[config.mk]
export PLATFORM = sky130hd
export DESIGN_NAME = avalon_switch_pio
export DESIGN_NICKNAME = d
export VERILOG_FILES = /design/src/rtl/avalon_switch_pio.sv
export SDC_FILE = /design/constraint.sdc
export NUM_CORES = 1
export LEC_CHECK = 0
export CORE_MARGIN = 10
export CORE_UTILIZATION = 27
export CTS_CLUSTER_DIAMETER = 150
export CTS_CLUSTER_SIZE = 14
export DETAILED_ROUTE_END_ITERATION = 16
export HOLD_SLACK_MARGIN = 0.06
export MAX_ROUTING_LAYER = met4
export PLACE_DENSITY = 0.76
export SLEW_MARGIN = 0
export SYNTH_ARGS = -nofsm -noshare
export SYNTH_HDL_FRONTEND = slang
export SYNTH_SLANG_ARGS = --single-unit
[constraint.sdc]
create_clock -name clk -period 0.8 [get_ports clk]
set_input_delay 0.2 -clock clk [delete_from_list [all_inputs] [get_ports clk]]
set_output_delay 0.2 -clock clk [all_outputs]
set_load 0.1 [all_outputs]
[src/rtl/avalon_switch_pio.sv]
// Avalon-MM switch/LED PIO: synchronized, optionally debounced switch inputs with
// change-capture EDGE register and masked level interrupt. Debounce built with SWITCH_PIO_DEBOUNCE_EN.
module avalon_switch_pio #(
  parameter int unsigned WIDTH           = 2,
  parameter int unsigned DEBOUNCE_CYCLES = 50000
) (
  input  logic             clk,
  input  logic             reset,
  input  logic [1:0]       avs_address,
  input  logic             avs_read,
  input  logic             avs_write,
  input  logic [31:0]      avs_writedata,
  output logic [31:0]      avs_readdata,
  input  logic [WIDTH-1:0] sw_in,
  output logic [WIDTH-1:0] led_out,
  output logic             irq
);

  localparam int unsigned DW = 32;

  if (WIDTH < 1 || WIDTH > 32 || DEBOUNCE_CYCLES < 1) begin : g_bad_param
    $error("avalon_switch_pio: WIDTH must be 1..32 and DEBOUNCE_CYCLES at least 1");
  end

  logic [WIDTH-1:0] sync1_q, sync2_q;
  logic [WIDTH-1:0] deb_q, deb_d;
  logic [WIDTH-1:0] chg_c;
  logic [WIDTH-1:0] mask_q, edge_q;
  logic [WIDTH-1:0] wdata_c, edge_clr_c;
  logic             wr_led_c, wr_mask_c, wr_edge_c;
  logic [DW-1:0]    rdata_c;

  // Two-flop synchronizer on the raw switch pins
  always_ff @(posedge clk or posedge reset) begin
    if (reset) begin
      sync1_q <= '0;
      sync2_q <= '0;
    end else begin
      sync1_q <= sw_in;
      sync2_q <= sync1_q;
    end
  end

`ifdef SWITCH_PIO_DEBOUNCE_EN
  localparam int unsigned CW = (DEBOUNCE_CYCLES > 1) ? $clog2(DEBOUNCE_CYCLES) : 1;
  localparam logic [CW-1:0] CNT_MAX = CW'(DEBOUNCE_CYCLES - 1);

  logic [CW-1:0] cnt_q [WIDTH];

  // Per-bit run counter: counts consecutive cycles the synchronized value disagrees
  always_ff @(posedge clk or posedge reset) begin
    if (reset) begin
      for (int i = 0; i < WIDTH; i++) cnt_q[i] <= '0;
    end else begin
      for (int i = 0; i < WIDTH; i++) begin
        if (sync2_q[i] == deb_q[i] || cnt_q[i] == CNT_MAX) cnt_q[i] <= '0;
        else                                                cnt_q[i] <= cnt_q[i] + 1'b1;
      end
    end
  end

  always_comb begin
    deb_d = deb_q;
    for (int i = 0; i < WIDTH; i++) begin
      if (sync2_q[i] != deb_q[i] && cnt_q[i] == CNT_MAX) deb_d[i] = sync2_q[i];
    end
  end

  always_ff @(posedge clk or posedge reset) begin
    if (reset) deb_q <= '0;
    else       deb_q <= deb_d;
  end
`else
  // Without debounce the synchronizer output is the accepted state; its next value is sync1
  always_comb begin
    deb_q = sync2_q;
    deb_d = sync1_q;
  end
`endif

  always_comb begin
    chg_c      = deb_d ^ deb_q;
    wdata_c    = avs_writedata[WIDTH-1:0];
    wr_led_c   = avs_write && (avs_address == 2'd1);
    wr_mask_c  = avs_write && (avs_address == 2'd2);
    wr_edge_c  = avs_write && (avs_address == 2'd3);
    edge_clr_c = wr_edge_c ? wdata_c : '0;
  end

  // Read mux sees pre-write register values
  always_comb begin
    rdata_c = '0;
    case (avs_address)
      2'd0:    rdata_c = DW'(deb_q);
      2'd1:    rdata_c = DW'(led_out);
      2'd2:    rdata_c = DW'(mask_q);
      default: rdata_c = DW'(edge_q);
    endcase
  end

  // Register file, interrupt and read data; a new edge beats a same-cycle clear
  always_ff @(posedge clk or posedge reset) begin
    if (reset) begin
      led_out      <= '0;
      mask_q       <= '0;
      edge_q       <= '0;
      irq          <= 1'b0;
      avs_readdata <= '0;
    end else begin
      if (wr_led_c)  led_out <= wdata_c;
      if (wr_mask_c) mask_q  <= wdata_c;
      edge_q <= (edge_q & ~edge_clr_c) | chg_c;
      irq    <= |(edge_q & mask_q);
      if (avs_read) avs_readdata <= rdata_c;
    end
  end

endmodule
==> results of run 1 <==
## cells by family (layout without fill, tap and decap cells)
family	Yosys count	after routing	synth area share
buf+inv	32	25	0.3019
flops	13	13	0.4088
mux	8	8	0.1164
simple gates	8	8	0.09434
compound gates	5	5	0.05189
xor+xnor	2	2	0.02202
other cells	1	30	0.004712
## layout make-up
cell class,instances,share of cell area
clock buffer,3,0.02222
clock inverter,1,0.004938
inverter,1,0.003704
multi-input combinational,53,0.3457
sequential,13,0.3395
tap,31,0.03827
timing repair buffer,20,0.2457
## state kept, by name (all words and copies together), names as in the netlist
signal and cells:
led_out 2, mask_q 2, deb_d 2, edge_q 2, avs_readdata 2, irq 1, deb_q 2
## worst register-to-register path: stages (launching register included)
cell and delay (ns):
dfrtp_4 0.50, buf_4 0.15, mux2i_2 0.14, o221ai_1 0.12
## through the flow
step / power, mW / utilization / hold WS [ns] / std cells
floorplan: 2.057 / - / 0.07706 / 98
global placement: 2.267 / 0.3446 / 0.3787 / 115
detailed placement: 2.279 / 0.3446 / 0.3855 / 115
CTS: 2.724 / 0.3617 / 0.2083 / 122
global route: 2.814 / 0.3644 / 0.2115 / 122
finish: 2.720 / 0.3644 / 0.2088 / 122
## power by group through the flow
stage	Combinational, mW	Clock [mW]	Sequential (mW)
floorplan	0.880	0	1.18
global placement	1.40	0	0.868
detailed placement	1.41	0	0.868
CTS	1.44	0.431	0.850
global route	1.49	0.460	0.862
finish	1.45	0.417	0.850
## worst max path at each step
stage	slack, ns	cells after the start	end
after CTS	-0.37	1	led_out[1]
after global placement	-0.59	3	led_out[0]$_DFFE_PP0P_
final	-0.36	1	led_out[1]
after global routing	-0.39	1	avs_readdata[1]
after floorplan	-0.22	1	led_out[0]$_DFFE_PP0P_
after detailed placement	-0.64	4	avs_readdata[0]$_DFFE_PP0P_
## cell usage in the layout, fill, tap and decap left out
cell type	count
conb_1	30
inv_1	1
o221ai_1	2
dfrtp_1	8
xor2_1	2
mux2i_1	3
a22o_1	1
mux2i_2	1
dfrtp_4	5
buf_6	1
buf_4	4
nand4_1	2
nand2_1	1
nand3b_4	2
dlygate4sd2_1	2
a21o_1	2
clkinv_2	1
mux2_4	4
clkdlybuf4s15_1	3
buf_12	6
clkdlybuf4s50_1	4
nand2b_1	3
clkbuf_4	3
## routing by layer
metal	track usage	wire length [um]
met5	-	0
met4	0.01829	23
met1	0.06082	565
met3	0.02394	264
met2	0.09186	775
## repair_timing
action,CTS,global route
pin swaps,2,0
buffers inserted,3,0
gates resized for setup,8,2
endpoints found under the setup margin,13,11
==> results.md, run 1 <==
- Final setup vio count: 11
- Worst Setup Start Kind: flop
- Final Hold Fails: 0
- Share of cells above drive strength 1: 0.2967
- Die X: 74.29 um
- Worst Path Required: 0.60 ns
- CTS tree: done
- RR Startpoint: led_out[0]$_DFFE_PP0P_
- Fill cells: 278
- Logic gate share of total power: 0.534
- Leak: 0.5051 nW
- Maximum vdd drop: 1075 uV
- Core area: 2781 um2
- Switching Share: 0.5148
- Post-synthesis sequential area ratio: 0.4088
- Int Pwr: 1.319 mW
- Register area: 344.1 um2
- Unrepaired setup endpoints after global routing: yes
- Final clock skew: 0.002221 ns
- Top Ports: 75
- NetSw: 1.400 mW
- CP Capture Type: output pin
- Worst-skew pair later-pin latency: 0.28 ns
- Cell area after layout: 1013 um2
- GRT Residual Overflow: 0
- Synth unique cells: 16
- Height of the die: 74.29 um
- Clock Tree Buf Depth: 2
- Antenna violations before repair: 0
- WP data arrival: 0.96 ns
- Post-Syn Area per Cell: 11.53 um2
- Final net count: 132
- Fin Setup TNS: -2.590 ns
- Max-cap violation count: 0
- Seq pwr share: 0.313
- Most frequent cell after synthesis: buf_4
- Final min period: 1.164 ns
- DP Area: 958.4 um2
- Status: complete, but fails checks
- Site row count: 19
- Max FO, Critical Path: 2
- First-pass GRT wire length: 2304 um
- Setup slack, reg-to-reg: -0.23 ns
- Root Driver: clkbuf_4
- Clock share of power: 0.154
- Netlist Area Pre-Place: 795.8 um2
- Gp weighted congestion: 0.7573
- ANT nets after route: 0
- Failing checks: setup timing
- Synth warn: 0
- Leading area contributor after synthesis: dfrtp_1
- Top_reg_cell synth: dfrtp_1
- Worst Slack Setup Final: -0.3644 ns
- Period utilisation layout: 1.456
- Crit path max-delay family: flip-flops
- Multi-input logic area: 350.3 um2
- Slew Limit Fails: 0
- Die area: 5519 um2
- Vias in the first global route: 486
- Vias per cell: 3.943
- Syn Inst Count: 69
- Slowest cell on the critical path: dfrtp_4
- Critical path's largest stage delay: 0.51 ns
- RR Endpoint: avs_readdata[0]$_DFFE_PP0P_
- Setup WS pre-CTS: -0.6395 ns
- #FFs+latches synth: 13
- Hold buffer count at CTS: 0
- Worst Hold Class: in -> async
- Synth area leaders: dfrtp_1 41%, buf_4 28%, mux2i_1 5.0%, nand3b_4 5.0%, mux2_4 3.8%
- # port buffers: 14
- Setup CP Type: reg -> out
- FMAX: 858.8 MHz
- Vias post-DR: 481
- Post-synth ARST share: 1.000
- Number of synthesized flops with an enable pin: 0
- H-tree Lvls: 1
- R2R depth: 3
- GRT Overall Usage: 0.05640
- DRC Markers: 0
- Worst path cell trace: buf_12
- Initial core utilization: 0.2861
- First-pass DRT Iterations: 3
- Post-synth top cells: 30 x buf_4, 13 x dfrtp_1, 4 x mux2i_1
- DR iter-0 viols: 4
- Area growth syn-to-layout: 27.36%
- CTS Sinks: 13
- Post-synth top area share: 0.4088
- Largest net degree at the start of global routing: 14
- Pwr per Cell Area: 2683 nW/um2
- Antenna Cells: 0
- Buf/Inv on CP: 1
- Routed len/inst: 13.35 um
- Clock transition at path regs: 0.08 ns
- HPWL after DPL: 1416 um
- Routed WL: 1629 um
- Cts bufs inserted: 3
- Worst Setup SP: led_out[1]$_DFFE_PP0P_
Note: power is estimated with default switching activity, not from simulation.
==> run 2, diff against run 1 <==
--- a/config.mk
+++ b/config.mk
@@ -13,6 +13,7 @@
 export HOLD_SLACK_MARGIN = 0.06
 export MAX_ROUTING_LAYER = met4
 export PLACE_DENSITY = 0.76
+export SETUP_SLACK_MARGIN = 0.15
 export SLEW_MARGIN = 0
 export SYNTH_ARGS = -nofsm -noshare
 export SYNTH_HDL_FRONTEND = slang
==> run 2 against run 1 <==
Critical path type unchanged. The run still ends with setup timing left. Sequential share of layout area shrank 0.13 points. Sequential power hardly changed. Critical endpoint is now led_out[0]. Sequential cell count unchanged.
==> results.md, run 2 (synthesis gave the netlist of run 1 again) <==
- Status: complete, but fails checks
- Failing checks: setup timing
- Most frequent cells in the layout: 30 x conb_1, 8 x dfrtp_1, 6 x buf_12
- Worst Slack Setup Final: -0.3645 ns
- Worst Path Required: 0.60 ns
- Worst Setup SP: led_out[0]$_DFFE_PP0P_
- DR iter-0 viols: 8
- Worst Hold Class: in -> async
- Vias per cell: 3.935
- CP Capture Type: output pin
- Routed len/inst: 14.07 um
- DRC Markers: 0
- Setup CP Type: reg -> out
- Clock Tree Buf Depth: 2
- CTS tree: done
- Commonest non-fill, non-tap cell in the layout: conb_1
- Final Hold Fails: 0
- Setup WS pre-CTS: -0.6277 ns
- WP data arrival: 0.96 ns
- ANT nets after route: 0
- Gp weighted congestion: 0.8220
- Final Total Pwr: 2.744 mW
- GRT Residual Overflow: 0
- Fill cells: 270
- Leak: 0.5104 nW
- Crit path max-delay family: flip-flops
- Die area: 5519 um2
- Final clock skew: 0.005204 ns
- Site row count: 19
- Height of the die: 74.29 um
- Initial core utilization: 0.2861
- Top Ports: 75
- First-pass GRT wire length: 2553 um
- Routed WL: 1731 um
- Max-cap violation count: 0
- Maximum vdd drop: 1394 uV
- CTS Sinks: 13
- Pwr per Cell Area: 2698 nW/um2
- FMAX: 858.7 MHz
- Slew Limit Fails: 0
- Vias in the first global route: 525
- Final net count: 133
- Antenna Cells: 0
- Setup slack, reg-to-reg: -0.33 ns
- Worst path cell trace: buf_12
- Final setup vio count: 11
- Root Driver: clkbuf_4
- Clock transition at path regs: 0.08 ns
- Worst-skew pair later-pin latency: 0.29 ns
- H-tree Lvls: 1
- GRT Overall Usage: 0.06214
- Die X: 74.29 um
- HPWL after DPL: 1401 um
- Max FO, Critical Path: 2
- Slowest cell on the critical path: dfrtp_4
- Area growth syn-to-layout: 27.83%
- Final min period: 1.165 ns
- # port buffers: 14
- First-pass DRT Iterations: 4
- Critical path's largest stage delay: 0.50 ns
- Buf/Inv on CP: 1
- Fin Setup TNS: -2.824 ns
- Core Util, Final: 0.3657
- Core area: 2781 um2
- Largest net degree at the start of global routing: 14
- Worst Setup Start Kind: flop
- Period utilisation layout: 1.456
- Vias post-DR: 484
- Unrepaired setup endpoints after global routing: yes
- Antenna violations before repair: 0
- Hold slack: 0.2112 ns
- Cts bufs inserted: 3
- Share of cells above drive strength 1: 0.3152
- RR Startpoint: led_out[0]$_DFFE_PP0P_
==> run 2: cell count changes in the layout (fill, tap and decap cells not counted), sizes merged <==
cell           delta
clkbuf            +2
clkdlybuf4s15     -1
clkinv            -1
buf               +1
==> run 2: cell type report <==
cell class	count	area (um2)	share of cell area
inverters	1	3.754	0.003690
clock buffers	4	26.28	0.02583
well taps	31	38.79	0.03813
multi-input cells	53	346.6	0.3407
repair buffers	21	257.7	0.2534
flip-flops and latches	13	344.1	0.3383
==> run 2: repair_timing <==
| item | CTS | global route |
|---|---|---|
| endpoints found under the hold margin | 0 | 0 |
| pin swaps | 1 | 2 |
| resized for setup | 11 | 2 |
| hold buffers | 0 | 0 |
| setup buffers | 2 | 1 |
| endpoints found under the setup margin | 14 | 14 |
==> run 2: worst paths after layout <==
check,cells past startpoint,to
max,1,led_out[0]
min,3,avs_readdata[0]$_DFFE_PP0P_
max reg2reg,4,avs_readdata[0]$_DFFE_PP0P_
min reg2reg,0,deb_q[1]$_DFF_PP0_
max in group asynchronous,3,irq$_DFF_PP0_
min in group clk,3,edge_q[0]$_DFF_PP0_
==> run 2: per-layer routing <==
layer | global-route usage | share of wire | vias to the layer above
met1 | 0.06437 | 0.34 | 228
met2 | 0.1023 | 0.48 | 34
met4 | 0.04268 | 0.025 | 0
met5 | - | 0 | -
met3 | 0.01463 | 0.16 | 5
li1 | - | - | 217
==> run 2: per-stage QoR <==
stage	instance area, um2	cells
floorplan	939.7	98
global placement	965.9	116
detailed placement	965.9	116
CTS	1011	122
global route	1017	123
finish	1017	123
==> run 2: report_power, final <==
part	leakage, nW	switching (mW)	internal, mW
Combinational	0.353	1.09	0.379
Sequential	0.142	0.0821	0.768
Clock	0.0150	0.226	0.194
Total	0.510	1.40	1.34
